## config.mk

```make
export PLATFORM = sky130hd
export DESIGN_NAME = seq_detect_prog
export DESIGN_NICKNAME = d
export VERILOG_FILES = /design/src/rtl/seq_detect_prog.sv
export SDC_FILE = /design/constraint.sdc
export NUM_CORES = 1
export LEC_CHECK = 0
export BUFFER_PORTS_ARGS = -buffer_cell sky130_fd_sc_hd__buf_2
export CAP_MARGIN = 20
export CORE_MARGIN = 2
export CORE_UTILIZATION = 25
export DETAILED_ROUTE_END_ITERATION = 10
export GPL_ROUTABILITY_DRIVEN = 0
export GPL_TIMING_DRIVEN = 0
export SLEW_MARGIN = 20
export SYNTH_ARGS = -nofsm -noshare
export SYNTH_HDL_FRONTEND = slang
export SYNTH_SLANG_ARGS = --single-unit
```

## constraint.sdc

```tcl
create_clock -name clk -period 3.8 [get_ports clk]
set_input_delay 0.57 -clock clk [delete_from_list [all_inputs] [get_ports clk]]
set_output_delay 0.57 -clock clk [all_outputs]
set_load 0.01 [all_outputs]
```

## src/rtl/seq_detect_prog.sv

```systemverilog
// seq_detect_prog: programmable serial pattern detector.
// A pattern of 1..PAT_MAX_LEN bits (MSB received first) is loaded at run time.
// Overlapping and non-overlapping matching are both supported.
// Each match gives a one-cycle registered pulse and bumps a saturating counter.
module seq_detect_prog #(
   parameter int PAT_MAX_LEN = 8,
   parameter int CNT_WIDTH   = 8,
   localparam int LEN_W      = $clog2(PAT_MAX_LEN + 1)
) (
   input  logic                   clk,
   input  logic                   rst,
   input  logic                   cfg_load,
   input  logic [PAT_MAX_LEN-1:0] cfg_pattern,
   input  logic [LEN_W-1:0]       cfg_len,
   input  logic                   cfg_overlap,
   input  logic                   valid_in,
   input  logic                   data_in,
   input  logic                   clear_cnt,
   output logic                   sequence_detected,
   output logic [CNT_WIDTH-1:0]   match_count,
   output logic                   armed
);

   typedef enum logic [1:0] {
      ST_IDLE = 2'd0,
      ST_FILL = 2'd1,
      ST_HUNT = 2'd2
   } state_t;

   localparam logic [LEN_W:0]     MAX_LEN_C = (LEN_W + 1)'(PAT_MAX_LEN);
   localparam logic [CNT_WIDTH-1:0] CNT_MAX_C = {CNT_WIDTH{1'b1}};

   // Bit mask with the low 'len' bits set; bits above the active length never
   // take part in the comparison.
   function automatic logic [PAT_MAX_LEN-1:0] len_mask(input logic [LEN_W-1:0] len);
      logic [PAT_MAX_LEN-1:0] m;
      m = {PAT_MAX_LEN{1'b0}};
      for (int i = 0; i < PAT_MAX_LEN; i++) begin
         if (i < int'(len)) begin
            m[i] = 1'b1;
         end else begin
            m[i] = 1'b0;
         end
      end
      return m;
   endfunction

   state_t                 state_q, state_d;
   logic [PAT_MAX_LEN-1:0] hist_q, hist_d;
   logic [LEN_W-1:0]       fill_cnt_q, fill_cnt_d;
   logic [PAT_MAX_LEN-1:0] pat_q, pat_d;
   logic [LEN_W-1:0]       len_q, len_d;
   logic                   ovl_q, ovl_d;
   logic                   det_q, det_d;
   logic                   armed_q, armed_d;
   logic [CNT_WIDTH-1:0]   cnt_q, cnt_d;

   logic [PAT_MAX_LEN-1:0] win_s;
   logic [PAT_MAX_LEN-1:0] mask_s;
   logic [LEN_W:0]         fill_inc_s;
   logic                   accept_s;
   logic                   window_full_s;
   logic                   match_s;
   logic                   cfg_legal_s;

   // Datapath decode: accepted bit, candidate window and match condition.
   always_comb begin
      win_s         = {hist_q[PAT_MAX_LEN-2:0], data_in};
      mask_s        = len_mask(len_q);
      accept_s      = valid_in && !cfg_load && (state_q != ST_IDLE);
      // One extra bit so fill_cnt+1 cannot wrap when fill_cnt equals the length.
      fill_inc_s    = {1'b0, fill_cnt_q} + (LEN_W + 1)'(1'b1);
      window_full_s = (fill_inc_s >= {1'b0, len_q});
      match_s       = accept_s && window_full_s && ((win_s & mask_s) == (pat_q & mask_s));
      cfg_legal_s   = (cfg_len != {LEN_W{1'b0}}) && ({1'b0, cfg_len} <= MAX_LEN_C);
   end

   // FSM next-state, history/fill update, configuration capture and pulse.
   always_comb begin
      state_d    = state_q;
      hist_d     = hist_q;
      fill_cnt_d = fill_cnt_q;
      pat_d      = pat_q;
      len_d      = len_q;
      ovl_d      = ovl_q;
      det_d      = 1'b0;

      if (cfg_load) begin
         pat_d      = cfg_pattern;
         len_d      = cfg_len;
         ovl_d      = cfg_overlap;
         hist_d     = {PAT_MAX_LEN{1'b0}};
         fill_cnt_d = {LEN_W{1'b0}};
         if (cfg_legal_s) begin
            state_d = ST_FILL;
         end else begin
            state_d = ST_IDLE;
         end
      end else if (accept_s) begin
         hist_d = win_s;
         // fill_cnt saturates at the active length once the window is full.
         if (window_full_s) begin
            fill_cnt_d = len_q;
         end else begin
            fill_cnt_d = fill_inc_s[LEN_W-1:0];
         end
         if (match_s) begin
            det_d = 1'b1;
            if (ovl_q) begin
               state_d = ST_HUNT;
            end else begin
               // Restart collection so the matched bits cannot be reused.
               fill_cnt_d = {LEN_W{1'b0}};
               state_d    = ST_FILL;
            end
         end else begin
            case (state_q)
               ST_FILL: begin
                  if (window_full_s) begin
                     state_d = ST_HUNT;
                  end else begin
                     state_d = ST_FILL;
                  end
               end
               ST_HUNT: state_d = ST_HUNT;
               default: state_d = ST_IDLE;
            endcase
         end
      end else begin
         // No accepted bit: everything holds and no pulse is produced.
         state_d = state_q;
      end

      armed_d = (state_d != ST_IDLE);
   end

   // Saturating match counter; a clear coinciding with a match leaves one count.
   always_comb begin
      cnt_d = cnt_q;
      if (clear_cnt) begin
         if (match_s) begin
            cnt_d = CNT_WIDTH'(1'b1);
         end else begin
            cnt_d = {CNT_WIDTH{1'b0}};
         end
      end else if (match_s) begin
         if (cnt_q != CNT_MAX_C) begin
            cnt_d = cnt_q + CNT_WIDTH'(1'b1);
         end else begin
            cnt_d = cnt_q;
         end
      end else begin
         cnt_d = cnt_q;
      end
   end

   // State and output registers with synchronous reset taking priority.
   always_ff @(posedge clk) begin
      if (rst) begin
         state_q    <= ST_IDLE;
         hist_q     <= {PAT_MAX_LEN{1'b0}};
         fill_cnt_q <= {LEN_W{1'b0}};
         pat_q      <= {PAT_MAX_LEN{1'b0}};
         len_q      <= {LEN_W{1'b0}};
         ovl_q      <= 1'b0;
         det_q      <= 1'b0;
         armed_q    <= 1'b0;
         cnt_q      <= {CNT_WIDTH{1'b0}};
      end else begin
         state_q    <= state_d;
         hist_q     <= hist_d;
         fill_cnt_q <= fill_cnt_d;
         pat_q      <= pat_d;
         len_q      <= len_d;
         ovl_q      <= ovl_d;
         det_q      <= det_d;
         armed_q    <= armed_d;
         cnt_q      <= cnt_d;
      end
   end

   assign sequence_detected = det_q;
   assign match_count       = cnt_q;
   assign armed             = armed_q;

endmodule
```

* Word-level counts from Yosys, hierarchy flattened *
Cells that the tools add are included.

operators by class
  reductions and logical operators = 14
  divide/modulo/power cells = 0
  $mul = 0
  magnitude comparators = 10
  add/sub/neg operators = 2
  multiplexer cells = 23
  equality and inequality tests = 4
  shift operators = 0
  bitwise gates (word level) = 3

operators with widths
  kind                                                       number
  2-to-1 mux 8 bit                                           3
  AND 8 bit                                                  2
  less-than comparator 3 x 4 -> 1 bit, first input constant  4
  2-to-1 mux 4 bit                                           3
  2-to-1 mux 1 bit                                           11
  2-to-1 mux 2 bit                                           5
  adder 8 x 1 -> 8 bit, second input constant                1
  == test 8 bit                                              1
  less-than comparator 1 x 4 -> 1 bit, first input constant  2
  less-than comparator 2 x 4 -> 1 bit, first input constant  2
  inequality test 8 bit, second input constant               1
  nonzero test 2 bit                                         4
  adder 4 x 1 -> 5 bit, second input constant                1
  greater-or-equal comparator 5 x 4 -> 1 bit                 1
  logical AND 1 bit                                          5
  <= comparator 4 bit, second input constant                 1
  case mux 2 bit (2 select lines)                            1
  nonzero test 4 bit                                         1
  OR reduction 3 bit                                         1
  == test 2 x 1 -> 1 bit, second input constant              1
  == test 2 bit, second input constant                       1
  AND reduction 2 bit                                        1
  OR reduction 2 bit                                         1
  logical NOT 1 bit                                          1
  inverter 1 bit                                             1

storage, ports and cells
  latch bits = 0
  RAM bits = 0
  input bits = 19
  memories kept = 0
  word-level logic and storage cells = 65
  output and inout port bits = 10
  register bits = 36
  memory bits (read-only) = 0

* Depth between registers and ports, before layout *
  depth after elaboration = 9
  mapped depth = 9
  depth with buffers taken out = 8

* Least setup slack after synthesis *
OpenSTA, ideal clock, no wires.

  kind = in2reg
  start point = in cfg_load
  end point = reg cnt_q[4], in the netlist match_count[4]
  cell stages on the path = 8
  data required time = 3730 ps
  buffers on the path = 2
  arrival time = 2166 ps
  slack = 1564 ps
  cells stage by stage = buf_6 > nor3b_4 > o221ai_2 > a211oi_2 > nand4_1 > buf_2 > or3_1 > a21oi_1

between the ends
  longest elaborated chain between the ends = 7

RTL lines
  item                                  line  text
  start, declared                       12    input logic cfg_load,
  logical NOT 1 bit                     70    accept_s = valid_in && !cfg_load && (state_q != ST_IDLE);
  logical AND 1 bit (2 in a row)        70
  logical AND 1 bit (2 in a row)        74    match_s = accept_s && window_full_s && ((win_s & mask_s) == (pat_q & mask_s));
  nonzero test 2 bit (no source line)   n/a
  AND reduction 2 bit (no source line)  n/a
  end signal, assigned                  168   cnt_q <= {CNT_WIDTH{1'b0}};
  end signal, assigned                  178   cnt_q <= cnt_d;
  end, declared                         56    logic [CNT_WIDTH-1:0] cnt_q, cnt_d;

Every way passes these cells.
A chain may end at the register's enable or synchronous reset.

* Final worst setup path *
  start point = reg state_q[0]
  end point = reg cnt_q[4], in the netlist match_count[4]

between the ends
  longest elaborated chain between the ends = 6

RTL lines
  item                                  line  text
  start, declared                       48    state_t state_q, state_d;
  start signal, assigned                170   state_q <= state_d;
  nonzero test 2 bit                    70
  logical AND 1 bit                     70
  logical AND 1 bit (2 in a row)        74
  nonzero test 2 bit (no source line)   n/a
  AND reduction 2 bit (no source line)  n/a

Every way passes these cells.

==> results.md <==
- Hold crit path type: reg -> reg
- TritonCTS sink count: 36
- DRT iter0 DRCs: 90
- Rows: 31
- Synth warn: 0
- Biggest area consumer among synthesized cells: dfxtp_1
- Slew margin rel.: 50.54%
- Sequential power share: 47.2%
- Critical path endpoint category: register
- TritonCTS Buffers: 5
- Number of I/O port buffers: 26
- Share of the synthesized area in the top cell type: 38.32%
- Synth cell types: 46
- Max-cap violations: 0
- Die area: 8232 µm²
- Int Power: ~0.63 mW
- Chip Width: ~91 µm
- Critical path type: reg -> reg
- Mapped Cells: between 200 and 250
- Residual DRC count: 0
- Final ANT Viol Nets: 0
- Initial antenna violation count: 0
- GRT Overall Usage: 11.14%
- Ys flop type: dfxtp_1
- Comb pwr share: 12.1%
- Fill cells: ~790
- Commonest cells post-synth: 36 x dfxtp_1, 22 x nand2_1, 18 x nor2_1
- Total negative setup slack: 0 ns
- Final Max Slew Viols: 0
- Clk slew on worst S/H paths: about 0.080 ns
- CTS root buffer: clkbuf_8
- Worst IR Drop VDD: between 0.15 and 0.2 mV
- Worst Max-Slew Pin Slew: 0.7419 ns
- Cts hold-fix bufs: 0
- Core ar.: between 7000 and 8000 µm²
- # nets final: around 270
- Detailed Route WL: 4261 µm
- FMAX: about 380 MHz
- Post-synth EDFFs: 0
- Worst Setup Start Kind: register
- Area Growth Syn to Fin: 19.43%
- Beginning of the critical path: state_q[0]
- CTS tree: yes
- CP Max Fanout: 10
- Cell area power density: 374.6 nW/µm²
- Postcts setup bufs: 0
- Post-Syn Area: between 1500 and 2000 µm²
- H-Tree Depth: 2
- CP Data Arrival Time: 2.87 ns
- Fin crit share: approximately 69%
- Most frequent cell after synthesis: dfxtp_1
- Clk_skew: 0.01203 ns
- Sequential element share of the synthesized area: 38.32%
- Vias: about 1600
- RSZ-0062 raised after global routing: no
- Reg2reg start: state_q[0]
- Crit-path slowest cell: nor3b_4
- Final hold violations: 0
- NetSw: 0.2145 mW
- Longest Clk Path Bufs: 2
- Share of flip-flops with an asynchronous set or reset: 0%
- Via/cell ratio: ~4.6
- N_diodes: 0
- Drt first pass iters: 4
- Post-place instance area: about 2100 µm²
- Post-Layout Inst Area: between 2000 and 2500 µm²
- Worst-skew pair later-pin latency: 0.29 ns
- Clock power share: 40.7%
- First-pass GRT wire length: between 7000 and 8000 µm
- Post-DP HPWL: around 3200 µm
- GR Overflow Total: 0
- Required time worst endpoint: around 4.0 ns
- Share of layout cells above drive strength 1: 19.43%
- Final setup violation count: 0
- Largest net degree at the start of global routing: 13
- WL per Instance: 12.32 µm
- Syn Area/Cell: just under 9 µm²
- Largest stage delay on the critical path: about 0.41 ns
- Mapped Nets: 241
- Initial core utilization: roughly a quarter
- Sw frac: between 20% and 30%
- Post-cts sizing count: 0
- FF-to-FF End: match_count[4]
- Tmin final: between 2 and 3 ns
- Outcome: finished clean
- Lkg Pwr: roughly 0.87 nW
- CP cell instances: inv_1, ha_1, nor3b_4, o221ai_2, a211oi_2, nand4_1, buf_2, or3_1, a21oi_1
- Post-synthesis register bit count: 36
- Area contributors post-synth: dfxtp_1 38%, mux2i_1 8.0%, ha_1 6.0%, nand2_1 4.4%, xnor2_1 3.7%
- Worst setup path end: match_count[4]
- R2R cell count: 9
- Vias in the first global route: 1601
- I/O Pins: 29
- Die H: 90.73 µm
- R2r setup slk: ~1.2 ns
routing by layer:
layer | global-route usage, % | wire (µm) | up-vias
li1 | - | - | 824
met1 | 14.86 | 2104 | 736
met2 | 17.54 | 1932 | 30
met3 | 3.005 | 176 | 5
met4 | 3.333 | 48 | 0
met5 | 0 | 0 | -
through the flow:
stage,setup WS (ns),hold WS [ns],instances,power (mW),utilization [%]
after floorplan,1.564,0.4481,213,0.4772,-
after global placement,1.185,0.4588,338,0.5064,29.43
after detailed placement,1.176,0.4586,338,0.5084,29.43
after CTS,1.173,0.4702,346,0.8524,30.96
after global routing,0.9423,0.5077,346,0.8821,30.96
final,1.160,0.4705,346,0.8412,30.96
critical path, delay by kind of cell (launching register included):
kind                       cells  cell delay [ns]
buffers and inverters          2             0.29
DFF                            1             0.37
adders and majority gates      1             0.25
and+or+nand+nor                3             0.94
AOI/OAI and AO/OA              3             0.73
power by group through the flow:
stage	Sequential, mW	Combinational (mW)	Clock, mW
2_1_floorplan	0.405	0.0725	0
3_3_place_gp	0.406	0.100	0
3_5_place_dp	0.406	0.102	0
4_1_cts	0.397	0.103	0.352
5_1_grt	0.399	0.116	0.367
6_report	0.397	0.102	0.342
registers in the layout (all words and copies together), names as in the netlist:
| signal | cells |
|---|---|
| armed | 1 |
| fill_cnt_q | 4 |
| hist_q | 7 |
| len_q | 4 |
| match_count | 8 |
| ovl_q | 1 |
| pat_q | 8 |
| sequence_detected | 1 |
| state_q | 2 |
worst min path at each step:
stage	start	to	slack [ns]	cells past startpoint
detailed placement	hist_q[6]	hist_q[6]	0.46	2
floorplan	hist_q[6]	hist_q[6]	0.45	2
global placement	hist_q[6]	hist_q[6]	0.46	2
global route	cfg_pattern[5]	pat_q[5]	0.51	3
CTS	hist_q[6]	hist_q[6]	0.47	2
finish	hist_q[6]	hist_q[6]	0.47	2
logic make-up after synthesis:
family / synth area share (%)
buf+inv: 4.791
compound gates: 15.57
mux: 8.583
xor+xnor: 5.123
flops: 38.32
fa+ha+maj: 5.988
simple gates: 21.62
layout make-up:
type / instances / area [µm²] / area share, %
Multi-Input combinational cell: 158 / 1070 / 47.63
Sequential cell: 36 / 720.7 / 32.09
Timing Repair Buffer: 26 / 130.1 / 5.794
Tap cell: 99 / 123.9 / 5.515
Clock buffer: 5 / 68.82 / 3.064
Buffer: 12 / 63.81 / 2.841
Clock inverter: 3 / 42.54 / 1.894
Inverter: 7 / 26.28 / 1.170
cell usage in the layout (no fill, tap or decap), drive strengths merged, types with 2 or more instances in the layout:
cell type | synthesis | layout
o21ai | 9 | 9
and3 | 3 | 3
xor2 | 3 | 3
clkbuf | 6 | 11
ha | 9 | 9
buf | 6 | 32
nor2 | 18 | 18
xnor2 | 8 | 8
nand2b | 4 | 4
inv | 7 | 7
or3 | 3 | 3
a21oi | 13 | 13
a211oi | 5 | 5
mux2i | 15 | 15
dfxtp | 36 | 36
nor3 | 4 | 4
o221ai | 3 | 3
nand3 | 6 | 6
and2 | 5 | 5
or2 | 3 | 3
nand2 | 22 | 22
nand4 | 2 | 2
and4b | 2 | 2
o31ai | 2 | 2
a31oi | 5 | 5
No activity file was read; power rests on OpenSTA's default activity.
